--- config.mk ---
export PLATFORM = sky130hd
export DESIGN_NAME = cpu_ctrl
export DESIGN_NICKNAME = d
export VERILOG_FILES = /design/src/rtl/cpu_pkg.sv /design/src/rtl/cpu_ctrl_dec.sv /design/src/rtl/cpu_ctrl.sv
export SDC_FILE = /design/constraint.sdc
export NUM_CORES = 1
export LEC_CHECK = 0
export ABC_AREA = 1
export BUFFER_PORTS_ARGS = -buffer_cell sky130_fd_sc_hd__buf_2
export CORE_MARGIN = 10
export CORE_UTILIZATION = 48
export DETAILED_ROUTE_END_ITERATION = 6
export PLACE_DENSITY = 0.69
export SYNTH_ARGS = -nofsm -noshare
export SYNTH_HDL_FRONTEND = slang
export SYNTH_SLANG_ARGS = --single-unit
--- constraint.sdc ---
create_clock -name clk -period 7.2 [get_ports clk]
set_input_delay 1.08 -clock clk [delete_from_list [all_inputs] [get_ports clk]]
set_output_delay 1.08 -clock clk [all_outputs]
set_load 0.005 [all_outputs]
--- src/rtl/cpu_pkg.sv ---
`default_nettype none
// ============================================================================
// Module   : cpu_pkg
// Brief    : Opcodes, ALU function codes, FSM states and decode types shared
//            by the cpu_ctrl control unit.
// Revision : 1.0
// ============================================================================
package cpu_pkg;

    localparam logic [6:0] c_OP_MOVA = 7'b0000000;
    localparam logic [6:0] c_OP_INC  = 7'b0000001;
    localparam logic [6:0] c_OP_ADD  = 7'b0000010;
    localparam logic [6:0] c_OP_SUB  = 7'b0000101;
    localparam logic [6:0] c_OP_DEC  = 7'b0000110;
    localparam logic [6:0] c_OP_AND  = 7'b0001000;
    localparam logic [6:0] c_OP_OR   = 7'b0001001;
    localparam logic [6:0] c_OP_XOR  = 7'b0001010;
    localparam logic [6:0] c_OP_NOT  = 7'b0001011;
    localparam logic [6:0] c_OP_MOVB = 7'b0001100;
    localparam logic [6:0] c_OP_SHR  = 7'b0001101;
    localparam logic [6:0] c_OP_SHL  = 7'b0001110;
    localparam logic [6:0] c_OP_LD   = 7'b0010000;
    localparam logic [6:0] c_OP_ST   = 7'b0100000;
    localparam logic [6:0] c_OP_LDI  = 7'b1001100;
    localparam logic [6:0] c_OP_ADI  = 7'b1000010;
    localparam logic [6:0] c_OP_SRM  = 7'b0001111;
    localparam logic [6:0] c_OP_SLM  = 7'b0010001;
    localparam logic [6:0] c_OP_BRZ  = 7'b1100000;
    localparam logic [6:0] c_OP_BRN  = 7'b1100001;
    localparam logic [6:0] c_OP_JMP  = 7'b1110000;
    localparam logic [6:0] c_OP_HALT = 7'b1111111;

    localparam logic [4:0] c_FS_MOVA = 5'b00000;
    localparam logic [4:0] c_FS_INC  = 5'b00001;
    localparam logic [4:0] c_FS_ADD  = 5'b00010;
    localparam logic [4:0] c_FS_SUB  = 5'b00101;
    localparam logic [4:0] c_FS_DEC  = 5'b00110;
    localparam logic [4:0] c_FS_AND  = 5'b01000;
    localparam logic [4:0] c_FS_OR   = 5'b01001;
    localparam logic [4:0] c_FS_XOR  = 5'b01010;
    localparam logic [4:0] c_FS_NOT  = 5'b01011;
    localparam logic [4:0] c_FS_MOVB = 5'b01100;
    localparam logic [4:0] c_FS_SHR  = 5'b10100;
    localparam logic [4:0] c_FS_SHL  = 5'b11000;

    localparam int c_PSW_Z = 0;
    localparam int c_PSW_N = 1;
    localparam int c_PSW_C = 2;
    localparam int c_PSW_V = 3;

    typedef enum logic [1:0] {
        ST_INF  = 2'd0,
        ST_EX0  = 2'd1,
        ST_EX1  = 2'd2,
        ST_HALT = 2'd3
    } state_t;

    typedef enum logic [3:0] {
        CL_ALU  = 4'd0,
        CL_LD   = 4'd1,
        CL_ST   = 4'd2,
        CL_BRZ  = 4'd3,
        CL_BRN  = 4'd4,
        CL_JMP  = 4'd5,
        CL_SRM  = 4'd6,
        CL_SLM  = 4'd7,
        CL_HALT = 4'd8,
        CL_NOP  = 4'd9
    } iclass_t;

    typedef struct packed {
        logic       mb;
        logic [4:0] fs;
        logic       md;
        logic       rw;
        logic       mw;
        iclass_t    cls;
    } dec_t;

    function automatic dec_t dec_alu(input logic [4:0] fs, input logic mb);
        dec_t d;
        d.mb  = mb;
        d.fs  = fs;
        d.md  = 1'b0;
        d.rw  = 1'b1;
        d.mw  = 1'b0;
        d.cls = CL_ALU;
        return d;
    endfunction

    function automatic dec_t dec_ctl(input iclass_t cls, input logic md,
                                     input logic rw, input logic mw);
        dec_t d;
        d.mb  = 1'b0;
        d.fs  = c_FS_MOVA;
        d.md  = md;
        d.rw  = rw;
        d.mw  = mw;
        d.cls = cls;
        return d;
    endfunction

endpackage
`default_nettype wire

--- src/rtl/cpu_ctrl_dec.sv ---
`default_nettype none
// ============================================================================
// Module   : cpu_ctrl_dec
// Brief    : Combinational opcode decoder producing the execute-cycle control
//            fields and the instruction class used by the sequencer.
// Revision : 1.0
// ============================================================================
module cpu_ctrl_dec
    import cpu_pkg::*;
(
    input  logic [6:0] i_op,
    output dec_t       o_dec
);

    always_comb begin
        o_dec = dec_ctl(CL_NOP, 1'b0, 1'b0, 1'b0);
        case (i_op)
            c_OP_MOVA: o_dec = dec_alu(c_FS_MOVA, 1'b0);
            c_OP_INC:  o_dec = dec_alu(c_FS_INC,  1'b0);
            c_OP_ADD:  o_dec = dec_alu(c_FS_ADD,  1'b0);
            c_OP_SUB:  o_dec = dec_alu(c_FS_SUB,  1'b0);
            c_OP_DEC:  o_dec = dec_alu(c_FS_DEC,  1'b0);
            c_OP_AND:  o_dec = dec_alu(c_FS_AND,  1'b0);
            c_OP_OR:   o_dec = dec_alu(c_FS_OR,   1'b0);
            c_OP_XOR:  o_dec = dec_alu(c_FS_XOR,  1'b0);
            c_OP_NOT:  o_dec = dec_alu(c_FS_NOT,  1'b0);
            c_OP_MOVB: o_dec = dec_alu(c_FS_MOVB, 1'b0);
            c_OP_SHR:  o_dec = dec_alu(c_FS_SHR,  1'b0);
            c_OP_SHL:  o_dec = dec_alu(c_FS_SHL,  1'b0);
            // Immediate forms reuse their register-form ALU code with imm3 on busB
            c_OP_LDI:  o_dec = dec_alu(c_FS_MOVB, 1'b1);
            c_OP_ADI:  o_dec = dec_alu(c_FS_ADD,  1'b1);
            c_OP_LD:   o_dec = dec_ctl(CL_LD,   1'b1, 1'b1, 1'b0);
            c_OP_ST:   o_dec = dec_ctl(CL_ST,   1'b0, 1'b0, 1'b1);
            c_OP_SRM:  o_dec = dec_ctl(CL_SRM,  1'b0, 1'b1, 1'b0);
            c_OP_SLM:  o_dec = dec_ctl(CL_SLM,  1'b0, 1'b1, 1'b0);
            c_OP_BRZ:  o_dec = dec_ctl(CL_BRZ,  1'b0, 1'b0, 1'b0);
            c_OP_BRN:  o_dec = dec_ctl(CL_BRN,  1'b0, 1'b0, 1'b0);
            c_OP_JMP:  o_dec = dec_ctl(CL_JMP,  1'b0, 1'b0, 1'b0);
            c_OP_HALT: o_dec = dec_ctl(CL_HALT, 1'b0, 1'b0, 1'b0);
            default:   o_dec = dec_ctl(CL_NOP,  1'b0, 1'b0, 1'b0);
        endcase
    end

endmodule
`default_nettype wire

--- src/rtl/cpu_ctrl.sv ---
`default_nettype none
// ============================================================================
// Module   : cpu_ctrl
// Brief    : Multi-cycle CPU control unit: fetch/execute sequencer, program
//            counter, instruction register and shift-multiple counter.
// Revision : 1.0
// ============================================================================
module cpu_ctrl
    import cpu_pkg::*;
#(
    parameter int BW = 16
) (
    input  logic          clk,
    input  logic          rst,
    input  logic [BW-1:0] din,
    input  logic [3:0]    psw,
    output logic [12:1]   mode,
    output logic [8:0]    ops,
    output logic [BW-1:0] pc,
    output logic          mw,
    output logic          halted
);

    state_t        r_state;
    state_t        w_state_nxt;
    logic [BW-1:0] r_pc;
    logic [BW-1:0] w_pc_nxt;
    logic [BW-1:0] r_ir;
    logic [BW-1:0] w_ir_nxt;
    logic [2:0]    r_cnt;
    logic [2:0]    w_cnt_nxt;
    dec_t          w_dec;
    logic [BW-1:0] w_off;
    logic [4:0]    w_shift_fs;
    logic          w_unused_psw;

    cpu_ctrl_dec u_dec (
        .i_op  (r_ir[15:9]),
        .o_dec (w_dec)
    );

    // Branch offset is {DR, SB} so SA stays free; relative to the incremented pc
    assign w_off        = {{(BW-6){r_ir[8]}}, r_ir[8:6], r_ir[2:0]};
    assign w_shift_fs   = (w_dec.cls == CL_SLM) ? c_FS_SHL : c_FS_SHR;
    assign w_unused_psw = ^psw[c_PSW_V:c_PSW_C];
    assign pc           = r_pc;

    always_ff @(posedge clk) begin
        if (rst) begin
            r_state <= ST_INF;
            r_pc    <= '0;
            r_ir    <= '0;
            r_cnt   <= '0;
        end else begin
            r_state <= w_state_nxt;
            r_pc    <= w_pc_nxt;
            r_ir    <= w_ir_nxt;
            r_cnt   <= w_cnt_nxt;
        end
    end

    always_comb begin
        w_state_nxt = r_state;
        w_pc_nxt    = r_pc;
        w_ir_nxt    = r_ir;
        w_cnt_nxt   = r_cnt;
        mode        = 12'h000;
        ops         = r_ir[8:0];
        mw          = 1'b0;
        halted      = 1'b0;

        case (r_state)
            ST_INF: begin
                mode        = 12'h001;
                w_ir_nxt    = din;
                w_pc_nxt    = r_pc + 1'b1;
                w_state_nxt = ST_EX0;
            end

            ST_EX0: begin
                mode        = {3'b000, w_dec.mb, w_dec.fs, w_dec.md, w_dec.rw, 1'b0};
                mw          = w_dec.mw;
                w_state_nxt = ST_INF;
                case (w_dec.cls)
                    CL_BRZ: begin
                        if (psw[c_PSW_Z]) begin
                            w_pc_nxt = r_pc + w_off;
                        end
                    end
                    CL_BRN: begin
                        if (psw[c_PSW_N]) begin
                            w_pc_nxt = r_pc + w_off;
                        end
                    end
                    CL_JMP: begin
                        w_pc_nxt = r_pc + w_off;
                    end
                    CL_SRM, CL_SLM: begin
                        w_cnt_nxt = r_ir[2:0];
                        if (r_ir[2:0] != 3'd0) begin
                            w_state_nxt = ST_EX1;
                        end
                    end
                    CL_HALT: begin
                        w_state_nxt = ST_HALT;
                    end
                    default: begin
                    end
                endcase
            end

            // Shift loop operates in place on R[DR], hence SA is overridden by DR
            ST_EX1: begin
                mode      = {3'b000, 1'b0, w_shift_fs, 1'b0, 1'b1, 1'b0};
                ops       = {r_ir[8:6], r_ir[8:6], r_ir[2:0]};
                w_cnt_nxt = r_cnt - 1'b1;
                if (r_cnt == 3'd1) begin
                    w_state_nxt = ST_INF;
                end
            end

            ST_HALT: begin
                halted = 1'b1;
            end

            default: begin
                w_state_nxt = ST_INF;
            end
        endcase
    end

endmodule
`default_nettype wire

# Word-level counts from Yosys, hierarchy flattened

Index checks and enable logic that the tools add are counted.

Order comparisons: 0
Divide/modulo/power cells: 0
Multipliers: 0
Reduce and logical (&&, ||, !) cells: 10
Shifts and indexed selects: 0
Add/sub/neg operators: 3
Equal/unequal tests: 36
Bitwise operators: 0
Mux-type cells: 16

Operators with widths:

| operator                | count |
|---|---|
| $pmux W13 S22           | 1 |
| $eq A7 B4 Y1 const B    | 8 |
| $pmux W16 S3            | 1 |
| $eq A7 B7 Y1 const B    | 6 |
| $mux W16                | 2 |
| $pmux W16 S2            | 1 |
| $pmux W9 S3             | 1 |
| $add A16 B1 Y16 const B | 1 |
| $add A16 B16 Y16        | 1 |
| $eq A4 B3 Y1 const B    | 4 |
| $eq A7 B3 Y1 const B    | 2 |
| $eq A7 B5 Y1 const B    | 2 |
| $eq A7 B1 Y1 const B    | 1 |
| $eq A7 B2 Y1 const B    | 1 |
| $eq A7 B6 Y1 const B    | 1 |
| $logic_not A7 Y1        | 1 |
| $mux W6                 | 1 |
| $ne A3 B3 Y1 const B    | 2 |
| $pmux W2 S3             | 1 |
| $pmux W3 S2             | 1 |
| $reduce_bool A3 Y1      | 2 |
| $eq A2 B2 Y1 const B    | 2 |
| $eq A4 B2 Y1 const B    | 1 |
| $eq A4 B4 Y1 const B    | 1 |
| other kinds (15)        | 20 |

Output and inout bits: 39
Memory bits (writable): 0
Bits in registers: 37
Input bits: 22
Logic and storage cells: 69
Bits in latches: 0
Bits in read-only memories: 0
Memories: 0

# Longest topological paths before layout

Depth in word-level cells: 6
Gate-level depth with buffers: 16
Gate-level depth less buffers: 16

# By module

From an unflattened synthesis, not the netlist that was laid out.

Cells, all modules: 506
Area, all modules: 3062.9 um^2

Modules (own cells, without submodules):

| module       | seq. area each (um^2) | area each (um^2) | times used | cells each |
|---|---|---|---|---|
| cpu_ctrl     | 740.7                 | 2690.1           | 1          | 427 |
| cpu_ctrl_dec | 0.0                   | 372.9            | 1          | 79 |

# Worst setup path after synthesis

OpenSTA, ideal clock, no wires.

Kind: reg-to-reg
Start point: register r_state[1]
End point: register r_pc[10] (netlist: pc[10])
Setup slack: 4726 ps
Setup time: 117 ps
Period minus slack after synthesis: 2474 ps
Path buffers: 0
Stages on the path, launching flop included: 16
Data required time: 7083 ps
Arrival time: 2357 ps
Path through: dfxtp_1 > inv_1 > ha_1 > inv_1 > or2_2 > ha_1 > inv_1 > fa_1 > o21ai_0 > nand2_1 > nand2_1 > nand2_1 > nand2_1 > nand2_1 > a21oi_1 > nor2_1

Longest elaborated chain between the ends: 3
Elaborated cells between the ends (all ways): 8
Classes of those cells: eq/ne: 4; mux: 1; reduce/logical: 3

Ends and longest elaborated chain:

| item                                                 | line           | RTL |
|---|---|---|
| start, declared                                      | cpu_ctrl.sv:24 | `state_t r_state;` |
| start signal, assigned                               | cpu_ctrl.sv:55 | `r_state <= w_state_nxt;` |
| $eq A2 B1 Y1 or $logic_not A2 Y1 (tied branches)     | cpu_ctrl.sv:72 | `case (r_state)` |
| $ne A4 B1 Y1 (no line), or another cell as far along | n/a            |  |
| $reduce_and A4 Y1 (no line)                          | n/a            |  |
| end signal, assigned                                 | cpu_ctrl.sv:56 | `r_pc <= w_pc_nxt;` |
| end, declared                                        | cpu_ctrl.sv:26 | `logic [BW-1:0] r_pc;` |

Several ways; a longest one is shown, not always the timed one.
A chain may end at the register's enable or synchronous reset.

# Final worst setup path

Start point: register r_state[1]
End point: register r_pc[14] (netlist: pc[14])

The elaborated chain is that of the path after synthesis.

==> results.tsv <==
stage	metric	value	unit
outcome	status	complete, no violations	
global_routing	grt_use_met1	19.3	%
floorplanning	dieArea	0.00961	mm^2
timing	fin_ws	4.09	ns
place	gp_congestion	0.890	
worst_setup_path	critPathCaptureType	register	
worst_setup_path	worstPathMaxFanout	15	
logic_synthesis	synth_cell_types	37	
place	place_inst	575	
timing	fmax	322	MHz
global_routing	grt.total_usage	15.3	%
global_routing	grt_max_degree	31	
logic_synthesis	synth_common_cells	107 x nand2_1, 67 x nor2_1, 60 x inv_1	
place	dp_hpwl	5.82	mm
global_routing	antenna_found_initial	0	
floorplanning	rows	28	
floorplanning	die_h	98.1	um
route	drt-wirelength-per-cell	12.7	um
clock_network	clock-root-buffer	clkbuf_8	
route	dr.first_iter.drc_count	158	
route	routed_wl	7.38	mm
floorplanning	io_pins	61	
hold_path	min_path_type	register to register	
timing	period_needed	3.11	ns
clock_network	htree_levels	2	
worst_setup_path	crit_type	register to register	
clock_network	ctsHoldBuffers	0	
cells_and_area	fin_cells	583	
worst_setup_path	critPathMaxStageDelay	0.43	ns
global_routing	grt_pass1_wl	12.8	mm
timing	tightest_slew	0.790	ns
logic_synthesis	syn_area	0.00292	mm^2
clock_network	cts_resized	0	
clock_network	insertion_delay	0.29	ns
logic_synthesis	synthTopCellsByArea	dfxtp_1 25%, nand2_1 14%, ha_1 9.4%, nor2_1 8.6%, inv_1 7.7%	
cells_and_area	diodes	0	
floorplanning	start_util	49.4	%
worst_setup_path	slowest_stage	dfxtp_1	
route	vias	2970	
timing	finalHoldViolations	0	
route	drtPass1Iterations	4	
timing	relSlewSlack	47.3	%
global_routing	grt-busiest-layer	met2	
power	worst_ir_drop_vdd	0.000115	V
timing	period_share	43.2	%
logic_synthesis	ys_warn_count	0	
route	drc	0	
clock_network	ctsLongestPathBuffers	2	
logic_synthesis	synthFlopType	dfxtp_1	
logic_synthesis	synthArstFlopShare	0	%
timing	rsz0062_at_grt	false	
route	antenna_left	0	
timing	setup_viol_count_final	0	
logic_synthesis	yosysMostFrequentCell	nand2_1	
logic_synthesis	synth_edf_count	0	
logic_synthesis	yosysTopAreaCell	dfxtp_1	
global_routing	grt_overflow	0	
cells_and_area	final_nets	552	
logic_synthesis	yosysSeqAreaShare	25.3	%
run	drv.max_cap_violation_count	0	
place	io_buffers	55	
floorplanning	core_area	0.00592	mm^2
place	place_area	0.00318	mm^2
worst_setup_path	start_kind	register	
clock_network	clock_sinks	37	
clock_network	post-cts-setup-buffers	0	
clock_network	cts_made_buffers	5	
clock_network	path_clk_slew	0.08	ns
cells_and_area	final_area	0.00329	mm^2
worst_setup_path	critPathRequiredTime	7.40	ns
timing	final_max_slew_viol_count	0	
worst_setup_path	critPathArrivalTime	3.31	ns
power	leakage	1.80	nW
worst_setup_path	rrSetupSlack	4.09	ns
cells_and_area	syn2layout_area_growth	12.6	%
power	power.density	181	mW/mm^2
global_routing	grtUsageMet2	24.9	%
clock_network	cts_tree	done	
floorplanning	fp.dieW	98.1	um
global_routing	grt_pass1_vias	2762	
logic_synthesis	synth.avg_cell_area	6.33	um^2
logic_synthesis	ys_ff_latch	37	
place	dp_slack	4.10	ns
cells_and_area	drive_gt1_share	16.5	%
logic_synthesis	synthCells	462	
power	power	597	uW
worst_setup_path	path_cells	inv_1, ha_1, inv_1, or2_2, ha_1, inv_1, fa_1, o21ai_0, nand2_1, nand2_1, nand2_1, nand3_1, nand3_2, nand2_1, inv_1	
route	vias_per_cell	5.09	
logic_synthesis	yosysTopAreaCellShare	25.3	%
global_routing	gr-usage-met3	4.37	%
timing	fin_skew	0.00960	ns
timing	tns	0	ns
## registers in the layout, summed over array words and instances (netlist names)
register,flops
r_ir,16
pc,16
r_cnt,3
r_state,2
## cell usage in the layout, fill, tap and decap left out, types with 8 or more instances in the layout
| cell | count |
|---|---|
| nand2_1 | 107 |
| nor3_1 | 8 |
| a21oi_1 | 30 |
| ha_1 | 22 |
| nor2_1 | 67 |
| inv_1 | 60 |
| nand3_1 | 21 |
| o21ai_0 | 41 |
| dfxtp_1 | 37 |
| buf_2 | 55 |
## per-layer routing
layer | wire (um) | up-vias
met5 | 0 | -
met4 | 59 | 0
met3 | 478 | 7
met2 | 3370 | 63
met1 | 3470 | 1335
li1 | - | 1565
## path summary, 6_finish.rpt
kind,cells after the start,end,start
worst min-delay path,2,r_ir[4]$_SDFFE_PP0P_,r_ir[4]$_SDFFE_PP0P_
worst max-delay path,15,pc[14]$_SDFFE_PP0P_,r_state[1]$_SDFFE_PP0P_
worst min register to register,2,r_ir[4]$_SDFFE_PP0P_,r_ir[4]$_SDFFE_PP0P_
worst max register to register,15,pc[14]$_SDFFE_PP0P_,r_state[1]$_SDFFE_PP0P_
## worst max-delay path: cells and delay by family, from the launching register on
family | cells | cell delay [ns]
AO/OA/AOI/OAI | 1 | 0.39
adder cells (fa/ha/maj) | 3 | 0.94
buffers and inverters | 4 | 0.45
flip-flops | 1 | 0.43
AND/OR/NAND/NOR | 7 | 0.79
## where the power goes
group / internal, mW / leakage (nW) / switching (mW)
sequential: 0.225 / 0.307 / 0.0182
clock: 0.113 / 0.0585 / 0.0749
combinational: 0.0643 / 1.43 / 0.102
total: 0.403 / 1.80 / 0.195
## logic make-up after synthesis
logic type,synth area share [%]
AOI/OAI and AO/OA,16.0
xor gates and xnor gates,2.40
adders and majority gates,10.1
buffers and inverters,12.4
DFF,25.3
other,0.128
and+or+nand+nor,33.7
## metrics by stage
stage                     hold slack, ns  utilization, %
after floorplan                    0.456               -
after global placement             0.480            53.7
after detailed placement           0.493            53.7
after CTS                          0.505            55.6
after global routing               0.532            55.6
final                              0.507            55.6
## final cells by class
class / instances / area (um^2)
clock buffer: 7 / 86.3
timing repair buffer: 55 / 275
fill: 630 / 2630
inverter: 63 / 239
multi-input combinational: 345 / 1830
tap: 75 / 93.8
clock inverter: 1 / 30.0
sequential: 37 / 741
Power figures use the tool's default switching activity.
